--- config.mk ---
export PLATFORM = sky130hd
export DESIGN_NAME = mux_arb_n_flat
export DESIGN_NICKNAME = d
export VERILOG_FILES = /design/src/rtl/mux_arb_n_if.sv /design/src/rtl/mux_arb_n.sv /design/src/flat_wrapper.sv
export SDC_FILE = /design/constraint.sdc
export NUM_CORES = 1
export LEC_CHECK = 0
export CORE_AREA = 2 2 63 65
export CTS_CLUSTER_SIZE = 20
export DETAILED_ROUTE_END_ITERATION = 16
export DIE_AREA = 0 0 65 67
export PLACE_DENSITY = 0.72
export RECOVER_POWER = 50
export SYNTH_ARGS = -nofsm -noshare
export SYNTH_HDL_FRONTEND = slang
export SYNTH_SLANG_ARGS = --single-unit
--- constraint.sdc ---
create_clock -name clk_i -period 3.65 [get_ports clk_i]
set_input_delay 0.73 -clock clk_i [delete_from_list [all_inputs] [get_ports clk_i]]
set_output_delay 0.73 -clock clk_i [all_outputs]
set_load 0.03 [all_outputs]
--- src/rtl/mux_arb_n_if.sv ---
// Stream bundle for mux_arb_n: N_CH producer channels in, one registered stream out.
// slave is the arbiter's view; master is the producers and consumer around it.
interface mux_arb_n_if #(
  parameter int unsigned N_CH   = 4,
  parameter int unsigned DATA_W = 8
);
  localparam int unsigned SEL_W = $clog2(N_CH);

  logic                     mode_i;
  logic [N_CH*DATA_W-1:0]   in_data_i;
  logic [N_CH-1:0]          in_valid_i;
  logic [N_CH-1:0]          in_last_i;
  logic [N_CH-1:0]          in_ready_o;
  logic [DATA_W-1:0]        out_data_o;
  logic                     out_valid_o;
  logic                     out_last_o;
  logic [SEL_W-1:0]         out_sel_o;
  logic                     out_ready_i;

  modport slave (
    input  mode_i, in_data_i, in_valid_i, in_last_i, out_ready_i,
    output in_ready_o, out_data_o, out_valid_o, out_last_o, out_sel_o
  );

  modport master (
    output mode_i, in_data_i, in_valid_i, in_last_i, out_ready_i,
    input  in_ready_o, out_data_o, out_valid_o, out_last_o, out_sel_o
  );
endinterface

--- src/rtl/mux_arb_n.sv ---
// N-channel registered arbitrating mux with fixed-priority or round-robin selection.
// Packets are atomic: a granted channel keeps the output until its last beat.
module mux_arb_n #(
  parameter int unsigned N_CH   = 4,
  parameter int unsigned DATA_W = 8
) (
  input  logic         clk_i,
  input  logic         rst_ni,
  mux_arb_n_if.slave   bus
);
  localparam int unsigned SEL_W = $clog2(N_CH);
  localparam logic [SEL_W:0] NumChWide = (SEL_W+1)'(N_CH);

  typedef enum logic {StIdle, StLocked} state_e;

  state_e            state_q, state_d;
  logic [SEL_W-1:0]  lock_ch_q, lock_ch_d;
  logic [SEL_W-1:0]  rr_ptr_q, rr_ptr_d;
  logic [DATA_W-1:0] out_data_q, out_data_d;
  logic              out_valid_q, out_valid_d;
  logic              out_last_q, out_last_d;
  logic [SEL_W-1:0]  out_sel_q, out_sel_d;

  logic              load;
  logic              found;
  logic [SEL_W-1:0]  cand;
  logic [SEL_W-1:0]  start;
  logic [SEL_W:0]    idx_w;
  logic [N_CH-1:0]   grant;
  logic [DATA_W-1:0] cand_data;
  logic              accept;

  assign load = !out_valid_q || bus.out_ready_i;

  // Fixed priority is a rotating search that always starts at channel 0.
  always_comb begin
    start = bus.mode_i ? rr_ptr_q : '0;
    found = 1'b0;
    cand  = '0;
    idx_w = '0;
    if (state_q == StLocked) begin
      found = bus.in_valid_i[lock_ch_q];
      cand  = lock_ch_q;
    end else begin
      for (int unsigned k = 0; k < N_CH; k++) begin
        idx_w = {1'b0, start} + (SEL_W+1)'(k);
        if (idx_w >= NumChWide) idx_w = idx_w - NumChWide;
        if (!found && bus.in_valid_i[idx_w[SEL_W-1:0]]) begin
          found = 1'b1;
          cand  = idx_w[SEL_W-1:0];
        end
      end
    end
  end

  always_comb begin
    cand_data = '0;
    for (int unsigned c = 0; c < N_CH; c++) begin
      if (cand == SEL_W'(c)) cand_data = bus.in_data_i[c*DATA_W +: DATA_W];
    end
  end

  assign grant          = found ? (N_CH'(1) << cand) : '0;
  assign accept         = load && found;
  assign bus.in_ready_o = (rst_ni && load) ? grant : '0;

  always_comb begin
    state_d     = state_q;
    lock_ch_d   = lock_ch_q;
    rr_ptr_d    = rr_ptr_q;
    out_data_d  = out_data_q;
    out_valid_d = out_valid_q;
    out_last_d  = out_last_q;
    out_sel_d   = out_sel_q;
    if (accept) begin
      out_data_d  = cand_data;
      out_valid_d = 1'b1;
      out_last_d  = bus.in_last_i[cand];
      out_sel_d   = cand;
      if (bus.in_last_i[cand]) begin
        state_d  = StIdle;
        // Explicit wrap keeps the pointer legal for non-power-of-2 channel counts.
        rr_ptr_d = (cand == SEL_W'(N_CH-1)) ? '0 : cand + 1'b1;
      end else begin
        state_d   = StLocked;
        lock_ch_d = cand;
      end
    end else if (load) begin
      out_valid_d = 1'b0;
    end
  end

  always_ff @(posedge clk_i) begin
    if (!rst_ni) begin
      state_q     <= StIdle;
      lock_ch_q   <= '0;
      rr_ptr_q    <= '0;
      out_data_q  <= '0;
      out_valid_q <= 1'b0;
      out_last_q  <= 1'b0;
      out_sel_q   <= '0;
    end else begin
      state_q     <= state_d;
      lock_ch_q   <= lock_ch_d;
      rr_ptr_q    <= rr_ptr_d;
      out_data_q  <= out_data_d;
      out_valid_q <= out_valid_d;
      out_last_q  <= out_last_d;
      out_sel_q   <= out_sel_d;
    end
  end

  assign bus.out_data_o  = out_data_q;
  assign bus.out_valid_o = out_valid_q;
  assign bus.out_last_o  = out_last_q;
  assign bus.out_sel_o   = out_sel_q;
endmodule

--- src/flat_wrapper.sv ---
// flat-port wrapper written by rule: the top's interface ports become plain ports
module mux_arb_n_flat 
#(
  parameter int unsigned N_CH   = 4,
  parameter int unsigned DATA_W = 8
)
  (clk_i, rst_ni, bus_mode_i, bus_in_data_i, bus_in_valid_i, bus_in_last_i, bus_out_ready_i, bus_in_ready_o, bus_out_data_o, bus_out_valid_o, bus_out_last_o, bus_out_sel_o);
  mux_arb_n_if #(.N_CH(N_CH), .DATA_W(DATA_W)) bus_i ();
  input  logic clk_i;
  input  logic rst_ni;
  input wire logic [$bits(bus_i.mode_i)-1:0] bus_mode_i;
  input wire logic [$bits(bus_i.in_data_i)-1:0] bus_in_data_i;
  input wire logic [$bits(bus_i.in_valid_i)-1:0] bus_in_valid_i;
  input wire logic [$bits(bus_i.in_last_i)-1:0] bus_in_last_i;
  input wire logic [$bits(bus_i.out_ready_i)-1:0] bus_out_ready_i;
  output wire logic [$bits(bus_i.in_ready_o)-1:0] bus_in_ready_o;
  output wire logic [$bits(bus_i.out_data_o)-1:0] bus_out_data_o;
  output wire logic [$bits(bus_i.out_valid_o)-1:0] bus_out_valid_o;
  output wire logic [$bits(bus_i.out_last_o)-1:0] bus_out_last_o;
  output wire logic [$bits(bus_i.out_sel_o)-1:0] bus_out_sel_o;
  assign bus_i.mode_i = bus_mode_i;
  assign bus_i.in_data_i = bus_in_data_i;
  assign bus_i.in_valid_i = bus_in_valid_i;
  assign bus_i.in_last_i = bus_in_last_i;
  assign bus_i.out_ready_i = bus_out_ready_i;
  assign bus_in_ready_o = bus_i.in_ready_o;
  assign bus_out_data_o = bus_i.out_data_o;
  assign bus_out_valid_o = bus_i.out_valid_o;
  assign bus_out_last_o = bus_i.out_last_o;
  assign bus_out_sel_o = bus_i.out_sel_o;
  mux_arb_n #(.N_CH(N_CH), .DATA_W(DATA_W)) u_core (.clk_i(clk_i), .rst_ni(rst_ni), .bus(bus_i));
endmodule
==> results of run 1 <==
==> synthesized netlist by cell type, drive strengths merged, types with 2 or more instances <==
| cell type | n |
|---|---|
| nor2 | 31 |
| a21oi | 28 |
| dfxtp | 17 |
| nand2 | 14 |
| inv | 10 |
| clkbuf | 9 |
| a211oi | 7 |
| a22oi | 7 |
| and3 | 6 |
| o21ai | 6 |
| buf | 5 |
| ha | 4 |
| nand2b | 4 |
| nand3 | 3 |
| nor2b | 3 |
| mux2i | 2 |
| mux4 | 2 |
| nor3 | 2 |
| nor3b | 2 |
| o211ai | 2 |
| o221ai | 2 |
==> cells by family after synthesis <==
family / after synthesis / share of synthesized area, %
DFF: 17 / 25.95
and+or+nand+nor: 68 / 23.95
adders and majority gates: 4 / 3.817
muxes: 5 / 5.820
buffers and inverters: 25 / 9.541
AOI/OAI and AO/OA: 62 / 30.92
==> flip-flops by register name, indices dropped and copies added, names as in the netlist <==
signal	flops
u_core.bus.out_data_o	8
u_core.bus.out_sel_o	2
u_core.lock_ch_q	2
u_core.rr_ptr_q	2
u_core.bus.out_last_o	1
u_core.bus.out_valid_o	1
u_core.state_q	1
==> placed cells by master, fill, tap and decap left out, types with 3 or more instances in the layout <==
master            n
clkdlybuf4s50_1  40
nor2_1           31
a21oi_1          26
buf_4            24
dfxtp_1          17
nand2_1          13
dlygate4sd3_1    12
a22oi_1           7
a211oi_1          7
inv_1             6
o21ai_0           5
nand2b_1          4
buf_6             4
inv_2             3
nand3_1           3
and3_1            3
ha_2              3
clkbuf_8          3
==> worst max-delay path: stages <==
cell and delay, ns:
clkdlybuf4s50_1 0.48, buf_4 0.14, nand2_1 0.08, a21oi_2 0.21, buf_4 0.14, a21oi_1 0.04
o211ai_1 0.29, o311ai_4 0.20, inv_2 0.09, ha_2 0.20, and3_4 0.18, buf_6 0.12
==> area by class of cell <==
class	instances	share of cell area, %
Multi-Input combinational cell	139	42.03
Timing Repair Buffer	85	35.82
Sequential cell	17	15.49
Tap cell	48	2.733
Clock buffer	3	1.879
Inverter	10	1.822
Clock inverter	1	0.2278
==> power by group through the flow <==
stage	clock network (W)	registers [W]	logic [W]
6_report	0.000142	0.000354	0.00131
3_5_place_dp	0	0.000354	0.00126
5_1_grt	0.000152	0.000368	0.00147
4_1_cts	0.000143	0.000350	0.00127
2_1_floorplan	0	0.000444	0.000753
3_3_place_gp	0	0.000353	0.00124
==> worst max path at each step <==
stage	startpoint	end	depth (start not counted)
3_3_place_gp	bus_mode_i	u_core.bus.out_data_o[4]	15
6_report	bus_in_valid_i[1]	bus_in_ready_o[1]	12
5_1_grt	bus_in_valid_i[1]	bus_in_ready_o[1]	12
2_1_floorplan	bus_in_valid_i[2]	bus_in_ready_o[2]	11
3_5_place_dp	bus_mode_i	u_core.bus.out_data_o[3]	16
4_1_cts	bus_in_valid_i[0]	bus_in_ready_o[3]	11
==> per-layer routing <==
metal / vias up / wire length (um) / track usage (%)
met1: 705 / 1827 / 24.69
met4: 0 / 56 / 4.255
met3: 7 / 204 / 3.378
li1: 806 / - / -
met2: 56 / 1812 / 27.58
met5: - / 0 / 0
==> timing repair <==
| action | 4_1_cts | 5_1_grt |
|---|---|---|
| gates resized for setup | 2 | 21 |
| gates cloned | 0 | 0 |
| setup buffers | 0 | 2 |
| pin swaps | 0 | 8 |
| endpoints found under the setup margin | 4 | 11 |
==> through the flow <==
step | worst slack [ns] | cell area (um2) | utilization [%] | hold WS, ns | instances
after CTS | -0.0002813 | 2101 | 58.26 | 0.4711 | 301
after detailed placement | -0.1640 | 2056 | 57.01 | 0.4609 | 297
after global placement | -0.1058 | 2056 | 57.01 | 0.4514 | 297
after global routing | -0.05378 | 2197 | 60.93 | 0.4858 | 303
after floorplan | 0.01156 | 1315 | - | 0.4837 | 181
final | 0.01860 | 2197 | 60.93 | 0.4696 | 303
==> results.yml, run 1 <==
floorplan:
  num_rows: 22
  die_w_um: 65
  pin_count: 60
  design.core.area_um2: 3606
  die_y_um: 67
  dieArea_um2: 4355
  start_util_pct: 36.36
sta:
  slew_headroom_pct: 69.00
  setup_violations: 0
  finalHoldViolCount: 0
  slew_viol_final: 0
  min_period_ns: 3.631
  tns_ns: 0
  worstMarginPinSlew_ns: 0.4644
  max_freq_ghz: 0.2754
  clock_skew_ns: 0.005161
  period_share_pct: 99.49
  rsz0062_at_grt: "true"
finish:
  drive_gt1_share_pct: 21.96
  fillCellCount: 349
  antennaDiodeCount: 0
  finalNetCount: 304
  area_growth_pct: 67.56
  multi_input_area_um2: 923.4
  seq_area_um2: 340.3
critical_path:
  reg2reg_from: "u_core.rr_ptr_q[0]"
  ff2ff_path_depth: 11
  required_ns: 2.92
  r2r_slack_ns: 0.58
  critPathKind: "primary input to output pin"
  crit_path_end_kind: "output pin"
  cp_max_fo: 5
  r2r-end: "u_core.lock_ch_q[0]"
  critPathLaunchType: "primary input"
  cp.arrival_ns: 2.90
synth:
  netlist_instances: 181
  synth_area_um2: 1311
  seq_area_frac_synth_pct: 25.95
  syn_nets: 229
  synth.distinct_cells: 43
  ys.flop_type: "dfxtp_1"
  yosysWarnings: 0
  synth_top_area_cell: "dfxtp_1"
  avgSynthCellArea_um2: 7.245
  synthTopCellsByArea: "dfxtp_1, a21oi_1, nor2_1"
  async_flop_share_pct: 0
  synth_top_area_share_pct: 25.95
  synth-seq-cells: 17
  synth_edf_count: 0
global_route:
  grt_overflow: 0
  grt_pass1_wl_mm: 6.141
  grt_max_degree: 17
  first_global_vias: 1344
  antenna_found_initial: 0
  grt_usage_pct: 17.59
route:
  ant_nets: 0
  wire_per_inst_um: 12.87
  dr_total_vias: 1574
  firstDrtPassIters: 4
  drt-vias-per-instance: 5.195
  wl_mm: 3.901
  drc: 0
  drtIter0Drc: 86
clocking:
  htree_levels: 1
  cts_root_buf: "clkbuf_8"
  cts_made_buffers: 3
  cts.path.max_buffers: 2
  cts.sinks: 17
  cts_tree: "yes"
  clock_latency_ns: 0.25
  cts.clk_slew.worst_paths_ns: 0.07
  hold_buffers: 0
worst_hold_path:
  min_from: "u_core.bus.out_sel_o[0]"
  hold_end: "u_core.bus.out_sel_o[0]"
  min_path_type: "flop to flop"
  whs_path_depth: 2
placement:
  dp_hpwl_mm: 3.065
  gp_congestion: 0.9370
  port_buffers: 59
pwr:
  vdd_ir_drop_max_uv: 493.0
  pwr-share-seq_pct: 19.6
  power_switching_w: 0.0008602
  comb_power_share_pct: 72.6
  switching_share_pct: 47.55
  power_frac_clock_pct: 7.8
  p_int_w: 0.0009489
  finalPower_w: 0.001809
  p_per_area_nw_per_um2: 823.4
  p_leak_nw: 0.9360
outcome:
  run_status: "complete, no violations"
job:
  cap_violations: 0
Power figures use the tool's default switching activity.
==> run 2, diff against run 1 <==
- SLEW_MARGIN: default -> 15
==> results of run 2 <==
Final layout, timing and power as in run 1 (identical DEF).
==> run 3, diff against run 2 <==
- CAP_MARGIN: default -> 0
==> results of run 3 <==
Final layout, timing and power as in run 1 (identical DEF).
